<file path="src/rtl/adder_acc_pkg.sv">
// Shared types for the pipelined adder/accumulator: mode encoding, stage-1 payload, result width.
// Stage-1 p field is sized for the widest supported result (W+G <= P_MAX_W); upper bits stay zero.
package adder_acc_pkg;

  localparam int P_MAX_W = 64;

  typedef enum logic {
    MODE_ADD = 1'b0,
    MODE_ACC = 1'b1
  } mode_e;

  typedef struct packed {
    logic [P_MAX_W-1:0] p;
    mode_e              mode;
    logic               clr;
  } s1_t;

  function automatic int acc_width(input int w, input int g);
    return w + g;
  endfunction

endpackage

</file>
<file path="src/rtl/adder_acc_pipe_if.sv">
// Operand/result handshake bundle for adder_acc_pipe; master = producer/consumer side, slave = block.
interface adder_acc_pipe_if
  import adder_acc_pkg::*;
#(
  parameter int W = 8,
  parameter int G = 4
);

  logic           in_valid;
  logic           in_ready;
  mode_e          mode;
  logic           clr;
  logic           cin;
  logic [W-1:0]   x;
  logic [W-1:0]   y;
  logic           out_valid;
  logic           out_ready;
  logic [W+G-1:0] sum;
  logic           zero;
  logic           ovf;
  logic           ovf_sticky;

  modport master (
    output in_valid, mode, clr, cin, x, y, out_ready,
    input  in_ready, out_valid, sum, zero, ovf, ovf_sticky
  );

  modport slave (
    input  in_valid, mode, clr, cin, x, y, out_ready,
    output in_ready, out_valid, sum, zero, ovf, ovf_sticky
  );

endinterface

</file>
<file path="src/rtl/adder_acc_sat.sv">
// Combinational R-bit accumulate step: sum = acc + p, ovf on carry out of bit R-1.
// ADDER_ACC_SAT_EN defined: an overflowing step saturates at 2^R-1 instead of wrapping.
module adder_acc_sat #(
  parameter int R = 12
) (
  input  logic [R-1:0] acc,
  input  logic [R-1:0] p,
  output logic [R-1:0] sum,
  output logic         ovf
);

  logic [R:0] full;

  assign full = {1'b0, acc} + {1'b0, p};
  assign ovf  = full[R];

`ifdef ADDER_ACC_SAT_EN
  assign sum = full[R] ? {R{1'b1}} : full[R-1:0];
`else
  assign sum = full[R-1:0];
`endif

endmodule

</file>
<file path="src/rtl/adder_acc_pipe.sv">
// Two-stage pipelined adder/accumulator with valid/ready on both sides; latency 2, 1 beat/cycle.
// in_ready drops only when both stages are full and the consumer stalls; ADDER_ACC_SAT_EN selects saturation.
module adder_acc_pipe
  import adder_acc_pkg::*;
#(
  parameter int W = 8,
  parameter int G = 4
) (
  input logic             clk,
  input logic             rst_n,
  adder_acc_pipe_if.slave bus
);

  localparam int R = acc_width(W, G);

  logic         s1_valid;
  s1_t          s1_d, s1_q;
  logic [W:0]   p_in;
  logic         s2_free, s1_adv, in_ready, accept;

  logic         out_valid_q, zero_q, ovf_q, sticky_q;
  logic [R-1:0] sum_q, acc_q;
  logic [R-1:0] p_s1, sat_sum, nxt_sum, nxt_acc;
  logic         sat_ovf, nxt_ovf, nxt_sticky;
  logic         unused_p;

  // Handshake: stage 2 can take a new beat if empty or being drained this cycle.
  assign s2_free  = ~out_valid_q | bus.out_ready;
  assign s1_adv   = s1_valid & s2_free;
  assign in_ready = ~s1_valid | s2_free;
  assign accept   = bus.in_valid & in_ready;

  assign p_in = {1'b0, bus.x} + {1'b0, bus.y} + {{W{1'b0}}, bus.cin};

  always_comb begin
    s1_d         = '0;
    s1_d.p[W:0]  = p_in;
    s1_d.mode    = bus.mode;
    s1_d.clr     = bus.clr;
  end

  always_ff @(posedge clk or negedge rst_n) begin
    if (!rst_n) begin
      s1_valid <= 1'b0;
      s1_q     <= '0;
    end else if (accept) begin
      s1_valid <= 1'b1;
      s1_q     <= s1_d;
    end else if (s1_adv) begin
      s1_valid <= 1'b0;
    end
  end

  assign p_s1     = s1_q.p[R-1:0];
  assign unused_p = ^s1_q.p;

  adder_acc_sat #(.R(R)) u_sat (
    .acc (acc_q),
    .p   (p_s1),
    .sum (sat_sum),
    .ovf (sat_ovf)
  );

  // Add beats pass p through and leave acc/sticky alone; clr restarts the chain from p.
  always_comb begin
    nxt_sum    = p_s1;
    nxt_ovf    = 1'b0;
    nxt_acc    = acc_q;
    nxt_sticky = sticky_q;
    if (s1_q.mode == MODE_ACC) begin
      if (s1_q.clr) begin
        nxt_acc    = p_s1;
        nxt_sticky = 1'b0;
      end else begin
        nxt_sum    = sat_sum;
        nxt_acc    = sat_sum;
        nxt_ovf    = sat_ovf;
        nxt_sticky = sticky_q | sat_ovf;
      end
    end
  end

  always_ff @(posedge clk or negedge rst_n) begin
    if (!rst_n) begin
      out_valid_q <= 1'b0;
      sum_q       <= '0;
      zero_q      <= 1'b0;
      ovf_q       <= 1'b0;
      sticky_q    <= 1'b0;
      acc_q       <= '0;
    end else if (s1_adv) begin
      out_valid_q <= 1'b1;
      sum_q       <= nxt_sum;
      zero_q      <= (nxt_sum == '0);
      ovf_q       <= nxt_ovf;
      sticky_q    <= nxt_sticky;
      acc_q       <= nxt_acc;
    end else if (bus.out_ready) begin
      out_valid_q <= 1'b0;
    end
  end

  assign bus.in_ready   = in_ready;
  assign bus.out_valid  = out_valid_q;
  assign bus.sum        = sum_q;
  assign bus.zero       = zero_q;
  assign bus.ovf        = ovf_q;
  assign bus.ovf_sticky = sticky_q;

endmodule

</file>
<file path="src/flat_wrapper.sv">
// flat-port wrapper written by rule: the top's interface ports become plain ports
module adder_acc_pipe_flat import adder_acc_pkg::*;
#(
  parameter int W = 8,
  parameter int G = 4
)
  (clk, rst_n, bus_in_valid, bus_mode, bus_clr, bus_cin, bus_x, bus_y, bus_out_ready, bus_in_ready, bus_out_valid, bus_sum, bus_zero, bus_ovf, bus_ovf_sticky);
  adder_acc_pipe_if #(.W(W), .G(G)) bus_i ();
  input logic clk;
  input logic rst_n;
  input wire logic [$bits(bus_i.in_valid)-1:0] bus_in_valid;
  input wire logic [$bits(bus_i.mode)-1:0] bus_mode;
  input wire logic [$bits(bus_i.clr)-1:0] bus_clr;
  input wire logic [$bits(bus_i.cin)-1:0] bus_cin;
  input wire logic [$bits(bus_i.x)-1:0] bus_x;
  input wire logic [$bits(bus_i.y)-1:0] bus_y;
  input wire logic [$bits(bus_i.out_ready)-1:0] bus_out_ready;
  output wire logic [$bits(bus_i.in_ready)-1:0] bus_in_ready;
  output wire logic [$bits(bus_i.out_valid)-1:0] bus_out_valid;
  output wire logic [$bits(bus_i.sum)-1:0] bus_sum;
  output wire logic [$bits(bus_i.zero)-1:0] bus_zero;
  output wire logic [$bits(bus_i.ovf)-1:0] bus_ovf;
  output wire logic [$bits(bus_i.ovf_sticky)-1:0] bus_ovf_sticky;
  assign bus_i.in_valid = bus_in_valid;
  assign bus_i.mode = bus_mode;
  assign bus_i.clr = bus_clr;
  assign bus_i.cin = bus_cin;
  assign bus_i.x = bus_x;
  assign bus_i.y = bus_y;
  assign bus_i.out_ready = bus_out_ready;
  assign bus_in_ready = bus_i.in_ready;
  assign bus_out_valid = bus_i.out_valid;
  assign bus_sum = bus_i.sum;
  assign bus_zero = bus_i.zero;
  assign bus_ovf = bus_i.ovf;
  assign bus_ovf_sticky = bus_i.ovf_sticky;
  adder_acc_pipe #(.W(W), .G(G)) u_core (.clk(clk), .rst_n(rst_n), .bus(bus_i));
endmodule
</file>
<file path="config.mk">
export PLATFORM = sky130hd
export DESIGN_NAME = adder_acc_pipe_flat
export DESIGN_NICKNAME = d
export VERILOG_FILES = /design/src/rtl/adder_acc_pkg.sv /design/src/rtl/adder_acc_pipe_if.sv /design/src/rtl/adder_acc_sat.sv /design/src/rtl/adder_acc_pipe.sv /design/src/flat_wrapper.sv
export SDC_FILE = /design/constraint.sdc
export NUM_CORES = 1
export LEC_CHECK = 0
export CORE_AREA = 4 4 81 121
export DETAILED_ROUTE_END_ITERATION = 7
export DIE_AREA = 0 0 85 125
export GPL_TIMING_DRIVEN = 0
export PLACE_DENSITY = 0.58
export SLEW_MARGIN = 15
export SYNTH_ARGS = -nofsm -noshare
export SYNTH_HDL_FRONTEND = slang
export SYNTH_SLANG_ARGS = --single-unit
</file>
<file path="constraint.sdc">
create_clock -name clk -period 2.13 [get_ports clk]
set_input_delay 0.3195 -clock clk [delete_from_list [all_inputs] [get_ports clk]]
set_output_delay 0.3195 -clock clk [all_outputs]
set_load 0.1 [all_outputs]
</file>
==> metrics.csv, run 1 <==
stage,metric,value,unit
run_status,status,finished with violations,
run_status,failing checks,setup timing,
synthesis,total nets after synthesis,329,
global_routing,total routing usage reported by global routing,12.2,%
pwr,internal power consumption,2830,uW
setup_path,CP bufs+invs,1,
clock_network,clock root buffer master,clkbuf_16,
routing,routed vias/inst,4.87,
setup_path,cell class contributing the biggest share of worst-path delay,compound AO/OA/AOI/OAI gates,
pwr,net switching power figure,2530,uW
routing,First DRT Iteration DRCs,105,
worst_hold_path,Hold Path Cell Cnt,2,
clock_network,maximum clock insertion buffer count,2,
setup_path,depth of the worst register-to-register path,10,
setup_path,startpoint of the lowest-slack register-to-register path,u_core.p_s1[0],
finish,fraction of final layout cells with drive strength greater than 1,21.4,%
worst_hold_path,type of the worst min-delay path,reg -> reg,
setup_path,max incr delay on CP,370,ps
synthesis,number of synthesized flops with an enable pin,0,
synthesis,Synth Area per Inst,8.99,um2
pwr,fraction of power consumed by the clock network,13.9,%
worst_hold_path,terminating pin of the worst hold path,u_core.bus.sum[10],
setup_path,startpoint types,flop,
setup_path,Reg-to-Reg End,u_core.bus.zero,
clock_network,total CTS buffers,5,
sta,unrepaired setup endpoints after global routing,true,
sta,final slew viol count,0,
placed_design,PortBufs,39,
synthesis,most common cell in the synthesized netlist,dfrtp_1,
clock_network,total number of clock tree sinks,40,
pwr,maximum ir drop on the vdd rail,871,uV
floorplanning,floorplan die height,125,um
setup_path,arrival time at the worst endpoint,2550,ps
finish,fillers,865,
synthesis,most area-consuming cells after synthesis,"dfrtp_1, ha_1, o21ai_0",
synthesis,Cell variety after synth,41,
synthesis,Yosys Warn Count,0,
sta,final count of negative-setup-slack endpoints,5,
floorplanning,DIE WIDTH,85,um
placed_design,post-DP HPWL,4.91,mm
pwr,Combinational Power Share,63.1,%
floorplanning,Die Area,10600,um2
clock_network,Clock Latency Late Sink,280,ps
floorplanning,effective utilization at floorplan,29.4,%
synthesis,fraction of registers with async set/reset,100,%
pwr,switching fraction of total power,47.2,%
setup_path,cell-by-cell listing of the critical path,ha_2 -> inv_2 -> fa_2 -> nor2b_4 -> o31ai_4 -> a21oi_2 -> mux2_4 -> a211oi_2 -> o2111ai_1 -> o31ai_2,
setup_path,endpoint class of the critical path,flop,
sta,pin slew with the least headroom to its limit,982,ps
synthesis,predominant post-synthesis flop cell,dfrtp_1,
placed_design,weighted congestion at the end of routability-driven global placement,0.865,
placed_design,DP Worst Slack,-506,ps
setup_path,FF-to-FF setup slack,-220,ps
floorplanning,number of cell rows,42,
clock_network,H-tree depth,2,
global_routing,first-pass GRT wire length,10.5,mm
sta,period utilization,110,%
finish,Final Net Count,396,
sta,achievable clock frequency,425,MHz
sta,Tmin final,2350,ps
routing,number of search-and-repair iterations in the first detailed-routing pass,4,
sta,worst slew margin relative to its limit,34.3,%
global_routing,initial antenna violation count,0,
setup_path,WS Path Type,reg -> reg,
sta,setup skew after layout,5.72,ps
worst_hold_path,hold path startpoint,u_core.bus.sum[10],
finish,fin util,41.2,%
routing,DRT antenna net count,0,
clock_network,clock slew at reported path FFs,60,ps
routing,via total after detailed routing,2265,
clock_network,TritonCTS clock tree,built,
finish,total inserted antenna cells,0,
floorplanning,num ports,40,
routing,drc violations,0,
finish,Reg area,1010,um2
synthesis,"top cells by count, synth","dfrtp_1, nand2_1, o21ai_0",
sta,number of endpoints with negative hold slack in the final report,0,
synthesis,proportion of netlist area held by the largest area contributor,38.8,%
finish,area growth from synthesis to final layout,40.2,%
synthesis,sequential cell area fraction in the yosys report,38.8,%
pwr,pwr dens,1480,nW/um2
sta,PnR worst setup slack,-222,ps
finish,total area of multi-input combinational cells,1640,um2
run,number of maximum-capacitance violations,0,
setup_path,critical path's slowest cell,fa_2,
pwr,part of the total power dissipated in sequential elements,23.0,%
synthesis,number of cells produced by synthesis,287,
synthesis,synthesis-stage register bit count,40,
placed_design,instance area at placement,3170,um2
floorplanning,Core Area,8780,um2
routing,Wirelength per Cell,13.8,um
global_routing,largest net degree at the start of global routing,23,
finish,Finished Cell Area,3620,um2
routing,Post-Route WL,6.43,mm
synthesis,post-synthesis cell area,2580,um2
setup_path,required arrival time at the worst endpoint,2330,ps
synthesis,biggest area consumer among synthesized cells,dfrtp_1,
pwr,Leakage Power,0.00162,uW
global_routing,number of global-route vias before repair,2240,
global_routing,overall overflow remaining after global route,0,
setup_path,top fanout value on the critical path,3,
-- tightest hold or removal path, cell delays in order, from the launching register on --
cell and delay (ps):
dfrtp_1 340, nand2_1 50, o31ai_1 50
-- power groups by stage --
stage                     Combinational (uW)  Sequential, uW  Clock, uW
after global placement                  2830            1210          0
after floorplan                         1490            1940          0
after CTS                               3040            1230        778
final                                   3380            1230        747
after global routing                    3670            1270        802
after detailed placement                2860            1220          0
-- layer usage --
layer | share of wire (%) | GRT usage [%]
met5 | 0 | 0
met4 | 3.0 | 6.34
met3 | 3.3 | 1.97
met2 | 55 | 22.4
met1 | 39 | 13.0
-- cell families (layout without fill, tap and decap cells) --
family                   after synthesis  after routing  synth area share, %
AND/OR/NAND/NOR                       84             84                 14.9
XOR/XNOR                              15             15                 5.09
flip-flops                            40             40                 38.8
adder cells (fa/ha/maj)               19             19                 10.1
buffers and inverters                 27             95                 4.08
AO/OA/AOI/OAI                         89             89                 21.4
multiplexers                          13             13                 5.58
-- final cells by class --
type,instances,share of cell area [%]
sequential,40,27.9
clock buffer,8,4.05
inverter,15,1.56
multi-input combinational,220,45.4
tap,110,3.81
timing repair buffer,60,15.7
buffer,12,1.66
-- cells in the final DEF, fill, tap and decap left out, drive strengths merged, types with 4 or more instances in the layout --
master          n
o31ai           6
a211oi          4
o21a            5
ha             16
xnor2           9
dfrtp          40
nor3            5
clkbuf         15
nand3           4
xor2            6
a21o            6
nor2           26
clkdlybuf4s50  31
nand2b          7
mux2i           5
dlygate4sd2     4
inv            15
o21ai          32
a21oi          22
nor2b           4
nand2          33
buf            26
mux2            8
-- worst max-delay path by stage --
stage	slack, ps	start	cells after the start	endpoint
6_report	-220	u_core.p_s1[0]	10	u_core.bus.zero
5_1_grt	-380	u_core.p_s1[0]	10	u_core.bus.zero
4_1_cts	-210	u_core.p_s1[0]	10	u_core.bus.zero
3_5_place_dp	-510	bus_y[0]	12	u_core.p_s1[8]
3_3_place_gp	-490	rst_n	1	u_core.bus.out_valid
2_1_floorplan	-200	u_core.bus.out_valid	3	u_core.p_s1[1]
-- sequential cells by signal (all words and copies together), names as in the netlist --
register	flops
u_core.bus.zero	1
u_core.s1_q	2
u_core.acc_q	12
u_core.bus.ovf	1
u_core.bus.sum	12
u_core.s1_valid	1
u_core.bus.ovf_sticky	1
u_core.bus.out_valid	1
u_core.p_s1	9
-- timing repair --
item,4_1_cts,5_1_grt
gates resized for setup,28,19
hold buffers,1,0
pin swaps,14,19
buffers inserted,4,15
endpoints found under the hold margin,7,0
endpoints found under the setup margin,19,16
-- per-stage QoR --
stage               hold slack, ps  setup TNS, ps  std cells  power [uW]
floorplan                     23.9          -1950        287        3430
finish                         473           -378        465        5360
global placement               463         -12790        436        4040
global route                   501          -1380        465        5740
detailed placement             303          -3910        437        4080
CTS                            482           -349        450        5040
No activity file was read; power rests on OpenSTA's default activity.
==> inputs of run 2 (changes only) <==
==> constraint.sdc (replaced) <==
create_clock -name clk -period 2.1 [get_ports clk]
set_input_delay 0.315 -clock clk [delete_from_list [all_inputs] [get_ports clk]]
set_output_delay 0.315 -clock clk [all_outputs]
set_load 0.1 [all_outputs]
==> run 2 against run 1 <==
Compared with the run above:
- the run still ends with setup timing left
- clock skew hardly changed
- sequential share of layout area about the same
- design area unchanged
- sequential power about the same
- largest power group unchanged
- flip-flop and latch count did not move
- clock-buffer cell count unchanged
==> metrics.csv, run 2 (synthesis results as in run 1) <==
stage,metric,value,unit,change
run_status,status,finished with violations,,
run_status,failing checks,setup timing,,
finish,Non-Filler Instances,461,,-0.86%
sta,setup_tns,-480,ps,-102 ps
finish,total inserted antenna cells,0,,unchanged
sta,PnR worst setup slack,-248,ps,-25.6 ps
finish,fin util,41.2,%,unchanged
sta,final slew viol count,0,,unchanged
sta,Tmin final,2350,ps,-4.43 ps
placed_design,PortBufs,39,,unchanged
placed_design,instance area at placement,3170,um2,unchanged
clock_network,total CTS buffers,5,,unchanged
pwr,Leakage Power,0.00171,uW,+6.0%
routing,via total after detailed routing,2220,,-2.0%
placed_design,weighted congestion at the end of routability-driven global placement,0.865,,unchanged
setup_path,required arrival time at the worst endpoint,2300,ps,-30 ps
routing,Post-Route WL,6.34,mm,-1.4%
setup_path,top fanout value on the critical path,3,,unchanged
global_routing,first-pass GRT wire length,10.6,mm,+0.99%
routing,number of search-and-repair iterations in the first detailed-routing pass,4,,unchanged
finish,most frequent cells in the layout,"dfrtp_1, nand2_1, nor2_1",,
routing,drc violations,0,,unchanged
finish,Finished Cell Area,3620,um2,unchanged
setup_path,max incr delay on CP,370,ps,about the same
clock_network,Clock Latency Late Sink,280,ps,about the same
worst_hold_path,type of the worst min-delay path,reg -> reg,,
sta,minimum hold slack,468,ps,-5.03 ps
clock_network,TritonCTS clock tree,built,,
clock_network,H-tree depth,2,,unchanged
sta,number of endpoints with negative hold slack in the final report,0,,unchanged
setup_path,startpoint types,flop,,
finish,Final Net Count,392,,-1.0%
floorplanning,floorplan die height,125,um,unchanged
global_routing,number of global-route vias before repair,2259,,+0.85%
sta,worst slew margin relative to its limit,34.7,%,+0.42 points
floorplanning,Core Area,8780,um2,unchanged
global_routing,initial antenna violation count,0,,unchanged
placed_design,cell count after placement,437,,unchanged
floorplanning,effective utilization at floorplan,29.4,%,unchanged
sta,pin slew with the least headroom to its limit,978,ps,-4.77 ps
sta,final count of negative-setup-slack endpoints,7,,+2
setup_path,critical path's slowest cell,fa_2,,
floorplanning,number of cell rows,42,,unchanged
setup_path,cell-by-cell listing of the critical path,ha_2 -> inv_2 -> fa_2 -> nor2b_4 -> o31ai_4 -> a21oi_2 -> mux2_4 -> a211oi_2 -> o2111ai_1 -> o31ai_2,,
global_routing,overall overflow remaining after global route,0,,unchanged
setup_path,WS Path Type,reg -> reg,,
sta,achievable clock frequency,426,MHz,+0.19%
clock_network,clock slew at reported path FFs,60,ps,about the same
run,number of maximum-capacitance violations,0,,unchanged
pwr,maximum ir drop on the vdd rail,882,uV,+1.2%
sta,setup skew after layout,5.48,ps,-0.247 ps
sta,unrepaired setup endpoints after global routing,true,,
finish,"most common cell after layout, fill and taps aside",dfrtp_1,,
setup_path,endpoint class of the critical path,flop,,
global_routing,total routing usage reported by global routing,12.3,%,+0.11 points
routing,routed vias/inst,4.82,,-1.1%
clock_network,maximum clock insertion buffer count,2,,unchanged
finish,area growth from synthesis to final layout,40.2,%,unchanged
floorplanning,Die Area,10600,um2,unchanged
floorplanning,num ports,40,,unchanged
finish,fraction of final layout cells with drive strength greater than 1,21.7,%,+0.24 points
placed_design,post-DP HPWL,4.91,mm,unchanged
routing,First DRT Iteration DRCs,61,,-42%
pwr,pwr dens,1480,nW/um2,-0.53%
clock_network,total number of clock tree sinks,40,,unchanged
routing,DRT antenna net count,0,,unchanged
routing,Wirelength per Cell,13.7,um,-0.51%
floorplanning,DIE WIDTH,85,um,unchanged
setup_path,arrival time at the worst endpoint,2540,ps,about the same
global_routing,largest net degree at the start of global routing,23,,unchanged
clock_network,clock root buffer master,clkbuf_16,,
sta,period utilization,112,%,+1.4 points
## run 2: cell types whose count changed in the layout (fill, tap and decap cells not counted), moves of 2 or more
cell / previous run / this run
buf_4: 19 / 14
clkdlybuf4s50_1: 31 / 21
dlygate4sd2_1: 4 / 7
dlymetal6s2s_1: 2 / 9
o21ai_1: 11 / 9
## run 2: routing by layer
metal	up-vias	GRT usage, %	routed length, um
li1	1133	-	-
met1	1031	13.2	2510
met2	42	22.6	3430
met3	14	1.97	211
met4	0	6.34	193
met5	-	0	0
## run 2: final cells by class
class | instances | area [um2]
plain buffers | 12 | 60.1
fillers | 863 | 5160
repair buffers | 56 | 554
inverters | 15 | 56.3
flip-flops and latches | 40 | 1010
well taps | 110 | 138
clock buffers | 8 | 146
multi-input cells | 220 | 1650
## run 2: worst paths after layout
kind	from	end	slack, ps	depth (start not counted)
max	u_core.p_s1[0]	u_core.bus.zero	-250	10
min in group asynchronous	rst_n	u_core.bus.sum[11]	530	2
min reg2reg	u_core.bus.sum[10]	u_core.bus.sum[10]	470	2
max reg2reg	u_core.p_s1[0]	u_core.bus.zero	-250	10
max in group asynchronous	rst_n	u_core.p_s1[1]	1080	3
min	u_core.bus.sum[10]	u_core.bus.sum[10]	470	2
## run 2: where the power goes
part	switching [uW]	internal, uW
Sequential	210	1040
Combinational	2050	1280
Clock	281	473
## run 2: worst max-delay path, delay by kind of cell, from the launching register on
kind | cells | cell delay (ps)
AOI/OAI and AO/OA | 5 | 780
adders and majority gates | 2 | 570
DFF | 1 | 360
muxes | 1 | 340
and+or+nand+nor | 1 | 170
buffers and inverters | 1 | 40
## run 2: per-stage QoR
| step | power (uW) | setup slack (ps) |
|---|---|---|
| after detailed placement | 4140 | -532 |
| after CTS | 5170 | -243 |
| after global routing | 5720 | -406 |
| after floorplan | 3480 | -234 |
| final | 5340 | -248 |
| after global placement | 4100 | -518 |
## run 2: timing repair
action,in CTS,in global routing
hold endpoints to repair,18,0
buffers inserted,8,7
hold buffers,1,0
gates resized for setup,34,27
endpoints found under the setup margin,22,25
pin swaps,18,14
==> inputs of run 3 (changes only) <==
--- a/config.mk
+++ b/config.mk
@@ -5,11 +5,13 @@
 export SDC_FILE = /design/constraint.sdc
 export NUM_CORES = 1
 export LEC_CHECK = 0
+export CAP_MARGIN = 15
 export CORE_AREA = 4 4 81 121
 export DETAILED_ROUTE_END_ITERATION = 7
 export DIE_AREA = 0 0 85 125
 export GPL_TIMING_DRIVEN = 0
 export PLACE_DENSITY = 0.58
+export SKIP_LAST_GASP = 1
 export SLEW_MARGIN = 15
 export SYNTH_ARGS = -nofsm -noshare
 export SYNTH_HDL_FRONTEND = slang
==> run 3 against run 2 <==
Compared with the run above:
- the run still ends with setup timing left
- power is essentially flat
- clock skew hardly changed
- clock-buffer cell count is the same
- non-clock buffer count stayed put
- utilization is the same
- worst hold slack is essentially flat
- flip-flop and latch count unchanged
- die area unchanged
- combinational power hardly changed
- clock power barely moved
- routed wire length is 0.27% higher
- fmax fell by 0.65%
- critical endpoint unchanged
- largest power group unchanged
==> metrics.csv, run 3 (synthesis results as in run 1) <==
stage,metric,value,unit,change
run_status,status,finished with violations,,
run_status,failing checks,setup timing,,
finish,most frequent cells in the layout,"dfrtp_1, nand2_1, nor2_1",,
floorplanning,floorplan die height,125,um,unchanged
finish,area growth from synthesis to final layout,40.2,%,unchanged
clock_network,clock slew at reported path FFs,60,ps,about the same
clock_network,H-tree depth,2,,unchanged
routing,via total after detailed routing,2212,,-0.36%
global_routing,number of global-route vias before repair,2252,,-0.31%
setup_path,endpoint class of the critical path,flop,,
global_routing,first-pass GRT wire length,10.6,mm,-0.33%
sta,number of endpoints with negative hold slack in the final report,0,,unchanged
finish,fillers,863,,unchanged
setup_path,required arrival time at the worst endpoint,2300,ps,about the same
floorplanning,effective utilization at floorplan,29.4,%,unchanged
sta,achievable clock frequency,423,MHz,-0.65%
sta,period utilization,113,%,+0.73 points
setup_path,WS Path Type,reg -> reg,,
global_routing,total routing usage reported by global routing,12.3,%,-0.027 points
sta,PnR worst setup slack,-263,ps,-15.4 ps
routing,Post-Route WL,6.36,mm,+0.27%
finish,total inserted antenna cells,0,,unchanged
floorplanning,Core Area,8780,um2,unchanged
sta,final slew viol count,0,,unchanged
global_routing,initial antenna violation count,0,,unchanged
finish,fraction of final layout cells with drive strength greater than 1,21.7,%,unchanged
worst_hold_path,terminating pin of the worst hold path,u_core.bus.sum[10],,
floorplanning,number of cell rows,42,,unchanged
sta,minimum hold slack,468,ps,-0.163 ps
worst_hold_path,Hold Path Cell Cnt,2,,unchanged
sta,worst slew margin relative to its limit,34.7,%,about the same
routing,First DRT Iteration DRCs,63,,+3.3%
finish,total area of multi-input combinational cells,1650,um2,unchanged
placed_design,post-DP HPWL,4.91,mm,unchanged
sta,setup skew after layout,5.01,ps,-0.464 ps
routing,number of search-and-repair iterations in the first detailed-routing pass,4,,unchanged
setup_path,Reg-to-Reg End,u_core.bus.zero,,
pwr,pwr dens,1480,nW/um2,about the same
setup_path,startpoint types,flop,,
sta,pin slew with the least headroom to its limit,978,ps,-0.00167 ps
global_routing,largest net degree at the start of global routing,23,,unchanged
floorplanning,DIE WIDTH,85,um,unchanged
sta,Tmin final,2360,ps,+15.4 ps
placed_design,weighted congestion at the end of routability-driven global placement,0.865,,unchanged
finish,Reg area,1010,um2,unchanged
clock_network,maximum clock insertion buffer count,2,,unchanged
clock_network,total CTS buffers,5,,unchanged
sta,unrepaired setup endpoints after global routing,true,,
finish,fin util,41.2,%,unchanged
worst_hold_path,type of the worst min-delay path,reg -> reg,,
routing,drc violations,0,,unchanged
finish,Final Net Count,392,,unchanged
finish,"most common cell after layout, fill and taps aside",dfrtp_1,,
pwr,maximum ir drop on the vdd rail,882,uV,about the same
routing,DRT antenna net count,0,,unchanged
routing,routed vias/inst,4.80,,-0.36%
floorplanning,num ports,40,,unchanged
worst_hold_path,hold path startpoint,u_core.bus.sum[10],,
clock_network,clock root buffer master,clkbuf_16,,
setup_path,top fanout value on the critical path,3,,unchanged
pwr,Leakage Power,0.00171,uW,about the same
setup_path,depth of the worst register-to-register path,10,,unchanged
clock_network,TritonCTS clock tree,built,,
global_routing,overall overflow remaining after global route,0,,unchanged
setup_path,arrival time at the worst endpoint,2560,ps,+20 ps
setup_path,FF-to-FF setup slack,-260,ps,-20 ps
run,number of maximum-capacitance violations,0,,unchanged
routing,Wirelength per Cell,13.8,um,+0.27%
floorplanning,Die Area,10600,um2,unchanged
setup_path,startpoint of the lowest-slack register-to-register path,u_core.p_s1[0],,
clock_network,total number of clock tree sinks,40,,unchanged
placed_design,PortBufs,39,,unchanged
sta,final count of negative-setup-slack endpoints,8,,+1
clock_network,Clock Latency Late Sink,280,ps,about the same
[run 3: cell counts in the layout (fill, tap and decap cells not counted)]
No cell type changed its count.
[run 3: critical path, stage by stage, from the launching register on]
cell,delay [ps]
dfrtp_1,360
ha_2,200
inv_2,40
fa_2,370
nor2b_4,170
o31ai_4,80
a21oi_2,210
mux2_4,340
a211oi_2,150
o2111ai_1,170
o31ai_2,190
[run 3: final cells by class]
type | count | share of cell area, %
multi-input combinational | 220 | 45.7
sequential | 40 | 27.9
timing repair buffer | 56 | 15.3
clock buffer | 8 | 4.05
tap | 110 | 3.81
buffer | 12 | 1.66
inverter | 15 | 1.56
[run 3: worst max path at each step]
stage                         start              end  slack [ps]  cells after the start
3_3_place_gp               bus_y[0]   u_core.p_s1[8]        -520                     12
2_1_floorplan  u_core.bus.out_valid   u_core.p_s1[1]        -230                      3
5_1_grt              u_core.p_s1[0]  u_core.bus.zero        -410                     10
3_5_place_dp               bus_y[0]   u_core.p_s1[8]        -530                     12
4_1_cts              u_core.p_s1[0]  u_core.bus.zero        -280                     10
6_report             u_core.p_s1[0]  u_core.bus.zero        -260                     10
[run 3: metal layers]
metal | up-vias | wire [um] | global-route usage [%]
met5 | - | 0 | 0
met2 | 38 | 3450 | 22.9
met1 | 1028 | 2530 | 13.3
li1 | 1134 | - | -
met3 | 12 | 200 | 1.78
met4 | 0 | 172 | 5.59
[run 3: where the power goes]
part / internal (uW) / leakage (uW) / switching (uW)
Combinational: 1280 / 0.00115 / 2050
Sequential: 1040 / 0.000487 / 211
Clock: 473 / 0.0000712 / 281
Total: 2800 / 0.00171 / 2540
[run 3: what timing repair did]
| item | CTS | global route |
|---|---|---|
| gates resized for setup | 33 | 28 |
| hold buffers | 1 | 0 |
| pin swaps | 18 | 15 |
| endpoints found under the hold margin | 18 | 0 |
| setup buffers | 8 | 7 |
| setup endpoints to repair | 22 | 25 |
[run 3: metrics by stage]
step / setup TNS, ps / power [uW] / cells / worst slack, ps / cell area, um2
final: -521 / 5340 / 461 / -263 / 3620
after global routing: -1560 / 5720 / 461 / -405 / 3620
after CTS: -619 / 5160 / 454 / -284 / 3470
after detailed placement: -4640 / 4140 / 437 / -532 / 3170
after global placement: -14510 / 4100 / 436 / -518 / 3150
after floorplan: -2310 / 3480 / 287 / -234 / 2620
